`config.mk`:
```
export PLATFORM = sky130hd
export DESIGN_NAME = x86_mem_arbiter
export DESIGN_NICKNAME = d
export VERILOG_FILES = /design/src/rtl/x86_bus_pkg.sv /design/src/rtl/x86_mem_arbiter.sv
export SDC_FILE = /design/constraint.sdc
export NUM_CORES = 1
export LEC_CHECK = 0
export CAP_MARGIN = 40
export CORE_ASPECT_RATIO = 0.6
export CORE_UTILIZATION = 25
export DETAILED_ROUTE_END_ITERATION = 7
export SLEW_MARGIN = 20
export SYNTH_ARGS = -nofsm -noshare
export SYNTH_HDL_FRONTEND = slang
export SYNTH_SLANG_ARGS = --single-unit
```
`constraint.sdc`:
```
create_clock -name clock -period 3.7 [get_ports clock]
set_input_delay 0.555 -clock clock [delete_from_list [all_inputs] [get_ports clock]]
set_output_delay 0.555 -clock clock [all_outputs]
set_load 0.1 [all_outputs]
```
`src/rtl/x86_bus_pkg.sv`:
```
// Shared types and constants for the x86 memory bus: state encoding, owner ids, default width.
// Latency: n/a (types only).
// Backpressure: n/a (types only).
package x86_bus_pkg;

  // Default physical address width of the x86 bus.
  localparam int X86_ADDR_W = 20;

  typedef enum logic [1:0] {
    IDLE   = 2'd0,
    ACCESS = 2'd1,
    WAIT   = 2'd2,
    DONE   = 2'd3
  } state_t;

  typedef enum logic {
    OWN_CPU = 1'b0,
    OWN_DMA = 1'b1
  } owner_t;

endpackage

```
`src/rtl/x86_mem_arbiter.sv`:
```
// Round-robin arbiter sharing one byte-wide RAM port between the x86 core and a DMA/video requester.
// Latency: grant -> completion pulse in MEM_LAT+2 cycles; one access every MEM_LAT+3 cycles.
// Backpressure: requesters hold their request until cpu_locked/dma_ack; the core is stalled by withholding cpu_locked.
//
// Ports:
//   clock, reset_n                 : clock and async active-low reset
//   cpu_req/address/o_data/wr      : core bus cycle request
//   cpu_locked, cpu_i_data         : core step-enable pulse and registered read data
//   dma_req/addr/we/wdata          : DMA request (level, held until ack)
//   dma_ack, dma_rdata             : DMA completion pulse and registered read data
//   mem_addr/we/wdata, mem_q       : RAM port, read data valid MEM_LAT cycles after address
module x86_mem_arbiter
  import x86_bus_pkg::*;
#(
  parameter int MEM_LAT = 1,
  parameter int ADDR_W  = X86_ADDR_W
) (
  input  logic              clock,
  input  logic              reset_n,
  input  logic              cpu_req,
  input  logic [ADDR_W-1:0] cpu_address,
  input  logic [7:0]        cpu_o_data,
  input  logic              cpu_wr,
  output logic              cpu_locked,
  output logic [7:0]        cpu_i_data,
  input  logic              dma_req,
  input  logic [ADDR_W-1:0] dma_addr,
  input  logic              dma_we,
  input  logic [7:0]        dma_wdata,
  output logic              dma_ack,
  output logic [7:0]        dma_rdata,
  output logic [ADDR_W-1:0] mem_addr,
  output logic              mem_we,
  output logic [7:0]        mem_wdata,
  input  logic [7:0]        mem_q
);

  state_t     state;
  state_t     state_nxt;
  owner_t     owner;
  owner_t     last;
  logic [2:0] cnt;
  logic       is_wr;
  logic       pick_dma;
  logic       last_wait;

  // Round-robin: DMA wins when it is the only requester, or when both request and the core was served last.
  assign pick_dma  = dma_req & (~cpu_req | (last == OWN_CPU));
  assign last_wait = (state == WAIT) && (cnt == 3'd1);

  always_ff @(posedge clock or negedge reset_n) begin
    if (!reset_n) begin
      state <= IDLE;
    end else begin
      state <= state_nxt;
    end
  end

  always_comb begin
    state_nxt = state;
    case (state)
      IDLE:    if (cpu_req || dma_req) state_nxt = ACCESS;
      ACCESS:  state_nxt = WAIT;
      WAIT:    if (cnt == 3'd1) state_nxt = DONE;
      DONE:    state_nxt = IDLE;
      default: state_nxt = IDLE;
    endcase
  end

  always_ff @(posedge clock or negedge reset_n) begin
    if (!reset_n) begin
      owner      <= OWN_CPU;
      last       <= OWN_DMA;
      cnt        <= 3'd0;
      is_wr      <= 1'b0;
      mem_addr   <= '0;
      mem_we     <= 1'b0;
      mem_wdata  <= 8'h00;
      cpu_locked <= 1'b0;
      dma_ack    <= 1'b0;
      cpu_i_data <= 8'h00;
      dma_rdata  <= 8'h00;
    end else begin
      // Completion pulses are set on entry to DONE, so they are exactly one cycle wide.
      cpu_locked <= last_wait && (owner == OWN_CPU);
      dma_ack    <= last_wait && (owner == OWN_DMA);

      case (state)
        IDLE: begin
          if (cpu_req || dma_req) begin
            owner     <= pick_dma ? OWN_DMA : OWN_CPU;
            mem_addr  <= pick_dma ? dma_addr : cpu_address;
            mem_we    <= pick_dma ? dma_we : cpu_wr;
            is_wr     <= pick_dma ? dma_we : cpu_wr;
            mem_wdata <= pick_dma ? dma_wdata : cpu_o_data;
          end
        end
        ACCESS: begin
          cnt    <= 3'(MEM_LAT);
          mem_we <= 1'b0;
        end
        WAIT: begin
          cnt <= cnt - 3'd1;
          // mem_q is valid on the last WAIT cycle; writes leave the read registers untouched.
          if (cnt == 3'd1 && !is_wr) begin
            if (owner == OWN_DMA) dma_rdata  <= mem_q;
            else                  cpu_i_data <= mem_q;
          end
        end
        DONE: begin
          last <= owner;
        end
        default: ;
      endcase
    end
  end

endmodule

```
# Yosys cells after proc, flatten, opt, wreduce, memory -nomap -nowiden
# Cells that the tools add are included.
# totals
regBits	55
inputBits	70
out_inout_bits	47
elab_cells	48
# classes
n_addsub	1
n_eq_ne	6
mux	10
n_bitwise	5
reduce_logical	14
# ops
cell	count
20-bit 2-to-1 mux	1
8-bit 2-to-1 mux	1
2-bit one-hot mux with 4 select lines	1
3-bit one-hot mux with 2 select lines	1
2-bit AND reduction	3
3-bit AND reduction	2
2-bit equality test (second input constant)	2
1-bit logical AND	4
2-bit 2-to-1 mux	2
2-bit nonzero test	2
3-bit by 1-bit equality test with 1-bit output (second input constant)	1
1-bit 2-to-1 mux	3
1-bit NOT	3
3-bit by 1-bit subtractor with 3-bit output (second input constant)	1
2-bit by 1-bit equality test with 1-bit output (second input constant)	1
2-bit zero test	1
2-bit by 1-bit inequality test with 1-bit output (second input constant)	1
2-bit inequality test (second input constant)	1
1-bit one-hot mux with 2 select lines	1
1-bit bitwise AND	1
1-bit zero test	1
1-bit logical OR	1
1-bit bitwise OR	1

# Logic depth before layout (Yosys ltp)
# depth
word_depth	6
depth_mapped	7
mapped_depth_nobuf	5

# Worst setup path after synthesis
# OpenSTA, ideal clock, no wires.
# synth_path
path_type	flip-flop to flip-flop
startpoint	register state[0]
endpoint	register dma_rdata[0]
setup_ns	0.125
arrival_ns	1.588
required_time_ns	3.575
setup_slack_ns	1.987
stages_incl_launch_ff	6
path_buffers	0
synth_period_minus_slack_ns	1.713
cell_sequence	dfrtp_1 inv_1 ha_1 nand2_2 nor4b_4 mux2_2
# synth_between
elab_chain_len	2
# synth_rtl
item	line_no	rtl
from (decl)	x86_mem_arbiter.sv:38	state_t state;
from (signal assigned)	x86_mem_arbiter.sv:55	state <= state_nxt;
2-bit equality test	x86_mem_arbiter.sv:88	case (state)
3-bit AND reduction (no line)	-	
to (signal assigned)	x86_mem_arbiter.sv:106	if (owner == OWN_DMA) dma_rdata <= mem_q;
to (decl)	x86_mem_arbiter.sv:31	output logic [7:0] dma_rdata,
# Every way passes these cells.
# A chain may end at the register's enable or synchronous reset.

# Final worst setup path
# layout_path
startpoint	register mem_we
endpoint	output mem_we
# layout_rtl
item	line_no	rtl
from (decl)	x86_mem_arbiter.sv:33	output logic mem_we,
from (signal assigned)	x86_mem_arbiter.sv:93	mem_we <= pick_dma ? dma_we : cpu_wr;
# No word-level cell between the ends.

==> flow_summary_export.csv <==
group,metric,value,unit
grt,grt_pass1_vias,2388,
finish,fillers,808,
floorplanning,start_util,0.264,
clocking,clock_sinks,55,
place,dpl.hpwl,5810,um
sta,drv_slew,0,
clocking,cts_repair_resize_count,0,
finish,area_delta_synth_final,88.3,%
clocking,tritoncts,"done",
synthesis,syn-num-nets,320,
synthesis,synthXorXnorAreaFrac,0,
route,drt_first_pass_iters,4,
synthesis,synth_cell_types,30,
synthesis,synth_compound_area_frac,0.151,
setup_path,cp.arrival,1.50,ns
clocking,clock_latency,0.29,ns
sta,slew_headroom,0.553,
synthesis,netlist_area,2490,um^2
route,finalWirelength,7490,um
floorplanning,std_cell_rows,27,
clocking,numCtsBuffers,5,
route,vias_per_cell,4.46,
place,finalWeightedCongestion,0.743,
grt,grt_pass1_wl,11800,um
finish,fin_nets,482,
synthesis,synth_top_family_by_area,"compound AO/OA/AOI/OAI gates",
floorplanning,pin_count,117,
synthesis,syn_avg_cell_area,10.3,um^2
sta,min_period,2.05,ns
place,port_buffers,116,
clocking,clkTransAtPathRegs,0.07,ns
clocking,cts_buffer_depth,2,
route,ant_nets,0,
floorplanning,die_area,10400,um^2
sta,worst_slew_pin_slew,0.666,ns
synthesis,yosysTopAreaCellShare,0.543,
grt,grt_use_total,0.150,
synthesis,ys_seq_area_frac,0.554,
sta,final-hold-violation-count,0,
synthesis,syn_inst,242,
synthesis,synth_top_area_cell,"dfrtp_1",
sta,setup_violations,0,
grt,grt_max_degree,30,
sta,tns,0,ns
sta,clock_skew,0.00741,ns
finish,final_common_cell,"clkdlybuf4s50_1",
sta,period_share,0.555,
setup_path,worstPathMaxFanout,3,
sta,max_freq,487,MHz
finish,seq_area,1380,um^2
grt,antenna_found_initial,0,
finish,layout_common_cells,"clkdlybuf4s50_1, a21oi_1, dfrtp_1, buf_8, nor2_1",
job,maxCapViolations,0,
route,drt_iter0_drc,100,
setup_path,critical_path_required,3.14,ns
synthesis,synth-seq-cells,55,
finish,drive_above_1_share,0.207,
synthesis,synth_area_leaders,"dfrtp_1, a21oi_1, mux2_2",
finish,antenna_cells,0,
synthesis,yosys.area_share.simple,0.135,
setup_path,worstSetupEndpointType,"output pin",
route,avgRoutedWirePerCell,14.0,um
status,status,"completed",
clocking,cts_setup_buffers,0,
floorplanning,die_x,131,um
setup_path,critPathKind,"register to output pin",
floorplanning,dieHeight,79.3,um
clocking,cts-root-buf,"clkbuf_16",
floorplanning,core,9430,um^2
synthesis,synth_fa_ha_area_frac,0.0402,
clocking,holdBufCountCts,0,
synthesis,ys_warn_count,0,
grt,grt_overflow,0,
route,route.detailed.drc,0,
synthesis,synth_mux_area_frac,0.0855,
finish,multi_input_area,1030,um^2
hold_path,min_path_type,"input pin to async pin",
route,num_vias,2388,
clocking,h-tree-depth,2,
setup_path,startpoint_type,"register",
sta,rsz0062_at_grt,"no",
cell families after synthesis:
kind of cell	count (synthesis)
and+or+nand+nor	72
buffers and inverters	19
adders and majority gates	8
muxes	19
AOI/OAI and AO/OA	69
DFF	55
path summary, 6_finish.rpt:
check                      slack, ns  cells after the start                        end                      start
max in group asynchronous       2.62                      2    mem_addr[0]$_DFFE_PN0P_                    reset_n
max                             1.65                      2                     mem_we         mem_we$_DFFE_PN0P_
max reg2reg                     1.73                      5   dma_rdata[4]$_DFFE_PN0P_       state[0]$_DFFE_PN0P_
min                             0.26                      1   mem_addr[12]$_DFFE_PN0P_                    reset_n
min reg2reg                     0.51                      1  cpu_i_data[4]$_DFFE_PN0P_  cpu_i_data[4]$_DFFE_PN0P_
min in group clock              0.51                      1  cpu_i_data[4]$_DFFE_PN0P_  cpu_i_data[4]$_DFFE_PN0P_
cell type report:
cell class	instances	area share
Clock buffer	7	0.0283
Tap cell	130	0.0347
Clock inverter	1	0.00107
Timing Repair Buffer	168	0.417
Multi-Input combinational cell	168	0.220
Inverter	6	0.00481
Sequential cell	55	0.294
critical path, cell delays in order, from the launching register on:
cell and delay, ns:
dfrtp_1 0.40, clkdlybuf4s50_1 0.61, buf_16 0.20
metrics by stage:
stage	setup WS (ns)	area, um^2	hold slack [ns]	util	instances
final	1.65	4690	0.265	0.497	535
after CTS	1.55	4670	0.284	0.496	534
after global placement	1.36	3780	0.493	0.401	479
after global routing	1.52	4690	0.324	0.497	535
after detailed placement	1.24	4540	0.497	0.481	526
after floorplan	1.99	2490	0.259	-	242
state kept, by name (all words and copies together), names as in the netlist, 2 cells and up:
signal and count:
cnt 3, cpu_i_data 8, dma_rdata 8, mem_addr 20, mem_wdata 8, state 2
Yosys cell counts:
cell and count:
nand3_1 1, nand2b_1 2, buf_6 1, ha_1 8
buf_2 6, nor4b_4 1, o21ai_0 3, a21oi_1 56
a31oi_1 2, a21bo_2 1, inv_1 6, nand4bb_1 1
mux2_2 18, clkbuf_1 6, dfrtp_1 54, a22oi_1 1
nor4_4 1, mux2i_1 1, nand2_2 1, o311a_1 1
nor3b_1 1, dfstp_2 1, nor3_1 1, a22o_1 1
nand2_1 30, nand3b_1 2, a21boi_1 1, o2bb2ai_1 1
o21a_1 2, nor2_1 31
per-layer routing:
metal,track usage,share of wire,vias up
met5,0,0,-
met4,0.0379,0.0094,0
li1,-,-,1148
met3,0.0451,0.069,7
met1,0.203,0.47,1145
met2,0.233,0.45,88
Power is not shown: default switching activity piles up to over one toggle a cycle in this logic, so the estimate is an artifact.
==> edit 1: new RTL, config.mk and constraints unchanged <==
Re-encode `state_t` (4 states) as Gray code, 2 bits wide.
--- a/src/rtl/x86_bus_pkg.sv
+++ b/src/rtl/x86_bus_pkg.sv
@@ -9,6 +9,6 @@
   typedef enum logic [1:0] {
-    IDLE   = 2'd0,
-    ACCESS = 2'd1,
-    WAIT   = 2'd2,
-    DONE   = 2'd3
+    IDLE   = 2'b00,
+    ACCESS = 2'b01,
+    WAIT   = 2'b11,
+    DONE   = 2'b10
   } state_t;
Behaviour: no difference found for any inputs over 10 cycles, from zero or initial values and one cycle with reset_n low; not proved beyond that.
==> edit 1 against the unedited design <==
  * Final area grew 1.2%
  * Critical path depth stayed put
  * Non-clock buffer count rose by 1
  * Area after synthesis fell by 2.2%
  * Register-to-register slack lost 0.02 ns
  * Wire length is 2.4% lower
  * Worst setup slack improved by 0.059 ns
  * Maximum frequency rose by 3.0%
  * Sequential cell count unchanged
  * Critical path type unchanged
  * Critical endpoint is now mem_addr[13]
Power is not shown: default switching activity piles up to over one toggle a cycle in this logic, so the estimate is an artifact.
==> edit 1: results (changes against the unedited design) <==
[place]
gp_congestion=0.770  ; +3.6%
place_inst=516  ; -1.9%

[cells_and_area]
nets=465  ; -3.5%
nMultiInputCombCells=157  ; -6.5%
buffer_area_share_pct=43.8  ; +2.1 points
inverters=5  ; -1
nFillCells=820  ; +1.5%
seq-cell-share_pct=29.1  ; -0.34 points
instances_no_fill=524  ; -2.1%
num-nonclk-buffers=169  ; +0.60%

[routing]
drtIter0Drc=86  ; -14%
drt_wl_total_mm=7.30  ; -2.4%
met3WireLength_um=267  ; -48%
vias=2260  ; -5.4%
wl_met1_mm=3.52  ; -0.59%

[global_route]
globalRouteMet1Util_pct=22.1  ; +1.8 points
met2_usage_pct=24.5  ; +1.2 points
grt_pass1_wl_mm=12.4  ; +4.7%
first_global_vias=2435  ; +2.0%

[logic_synthesis]
synth_cells=237  ; -2.1%
synth_compound_area_share_pct=16.9  ; +1.8 points

[critical_path]
crit_end=mem_addr[13]
r2r_cells=3  ; -2
path_max_fanout=2  ; -1
r2r-end=dma_rdata[5]$_DFFE_PN0P_

[status]
run_status=finished clean

-- edit 1: changes by cell type in the layout (fill, tap and decap cells not counted), sizes merged, moves of 6 or more --
cell / change
a21oi: -25
nand2: +27
nor2: -28
ha: -6
a31oi: +26
-- edit 1: critical path: stages, from the launching register on --
cell	delay, ns
dfrtp_1	0.36
clkdlybuf4s50_1	0.60
buf_16	0.20
-- edit 1: per-stage QoR --
stage / hold WS, ns / worst slack, ns / utilization [%]
2_1_floorplan: 0.259 / 2.08 / -
3_3_place_gp: 0.437 / 1.24 / 39.7
6_report: 0.129 / 1.71 / 50.8
4_1_cts: 0.134 / 1.69 / 50.8
5_1_grt: 0.144 / 1.56 / 50.8
3_5_place_dp: 0.437 / 1.45 / 49.2
-- edit 1: kinds of logic after synthesis --
logic type / Yosys count
compound gates: 70
simple gates: 67
flops: 55
buf+inv: 25
mux: 18
fa+ha+maj: 2
==> edit 2: new RTL, same settings <==
Without the edit above. The package constant `X86_ADDR_W` goes from 20 to 30.
--- a/src/rtl/x86_bus_pkg.sv
+++ b/src/rtl/x86_bus_pkg.sv
@@ -6,3 +6,3 @@
   // Default physical address width of the x86 bus.
-  localparam int X86_ADDR_W = 20;
+  localparam int X86_ADDR_W = 30;
 
Interface: changed (resized cpu_address, dma_addr and mem_addr); port bits go from 117 to 147. No check against the original RTL was run, so the function may have changed too.
==> edit 2 against the unedited design <==
  * Sequential cell count rose by 10
  * Final area up 26%
  * Wire length rose by 23%
  * Critical path type is now input port to flip-flop
  * Worst setup slack got worse by 0.10 ns
  * First-iteration DRC count grew 7.0%
  * Area after synthesis is 18% higher
  * Count of clock-buffer cells in the layout increased by 2
Power is left out: the tool's default activity adds up to more than one toggle a clock period on the data nets, which glitch-free logic cannot reach.
==> edit 2: results (changes against the unedited design) <==
[sta]
tightestPinTransition_ns=0.760  ; +0.0940 ns
fin_skew_ns=0.00667  ; -0.000740 ns
hold_ws_ns=0.223  ; -0.0421 ns
fin_crit_sh_pct=58.2  ; +2.7 points

[routing]
vias=2951  ; +24%
drt_wl_total_mm=9.20  ; +23%
vias_per_cell=4.43  ; -0.73%
drtIter0Drc=107  ; +7.0%
met3WireLength_um=623  ; +21%
wl_met1_mm=4.39  ; +24%

[critical_path]
r2r_cells=5  ; unchanged
cp_slowest_stage_delay_ns=0.69  ; +0.08 ns
arrival_ns=2.40  ; +0.90 ns
r2r-end=dma_rdata[0]$_DFFE_PN0P_
path_max_fanout=23  ; +20
crit_family=compound AO/OA/AOI/OAI gates
crit_end=mem_addr[11]$_DFFE_PN0P_
crit_path_start=dma_req
reg2reg_slack_ns=1.70  ; -0.03 ns
slowest_stage=a21boi_4

[place]
gp_congestion=0.747  ; +0.50%
place_inst=650  ; +24%
pre_cts_ws_ns=1.21  ; -0.0309 ns
dpl.hpwl_mm=6.89  ; +19%
placed_cell_area_mm2=0.00562  ; +24%
port_buffers=146  ; +26%

[global_route]
met2_usage_pct=25.9  ; +2.6 points
globalRouteMet1Util_pct=21.8  ; +1.5 points
grt_pass1_wl_mm=15.4  ; +30%
grt_max_degree=42  ; +40%
first_global_vias=3078  ; +29%
use_met3_pct=5.42  ; +0.90 points
grt.total_usage_pct=16.4  ; +1.3 points

[logic_synthesis]
yosysWarnings=0  ; unchanged
synth.yosys.seq_area_share_pct=55.6  ; +0.20 points
avgSynthCellArea_um2=9.87  ; -4.1%
syn_nets=395  ; +23%
ys.flop_type=dfrtp_1
netlist_top_cells_count=a21oi_1 (76), dfrtp_1 (64), nand2_1 (41), nor2_1 (41), mux2_2 (18)
synth_area_leaders=dfrtp_1 (55%), a21oi_1 (13%), mux2_2 (6.9%)
ys_types=32  ; +6.7%

[clock_network]
clock_latency_ns=0.33  ; +0.04 ns
cts_made_buffers=9  ; +4
cts_resized=0  ; unchanged
htreeDepth=3  ; +1

[cells_and_area]
largest_register_ffs=30  ; +50%
layout-drive-gt1-share_pct=20.9  ; +0.21 points
nets=599  ; +24%

[status]
run_status=finished clean

## edit 2: changes by cell type in the layout (fill, tap and decap cells not counted), moves of 4 or more
| cell | change |
|---|---|
| buf_16 | +9 |
| dfrtp_1 | +10 |
| nand2_1 | +11 |
| nor2_1 | +10 |
| a21oi_1 | +20 |
| clkdlybuf4s50_1 | +30 |
| clkbuf_16 | +4 |
## edit 2: cell families after synthesis
| family | share of synthesized area (%) |
|---|---|
| AOI/OAI and AO/OA | 16.1 |
| adders and majority gates | 3.42 |
| buffers and inverters | 3.50 |
| DFF | 55.6 |
| muxes | 7.26 |
| and+or+nand+nor | 14.2 |
## edit 2: final cells by class
class | count | area, um^2
Fill cell | 980 | 5450
Timing Repair Buffer | 210 | 2550
Sequential cell | 65 | 1630
Multi-Input combinational cell | 209 | 1220
Clock buffer | 9 | 225
Tap cell | 160 | 200
Clock inverter | 7 | 77.6
Inverter | 6 | 22.5
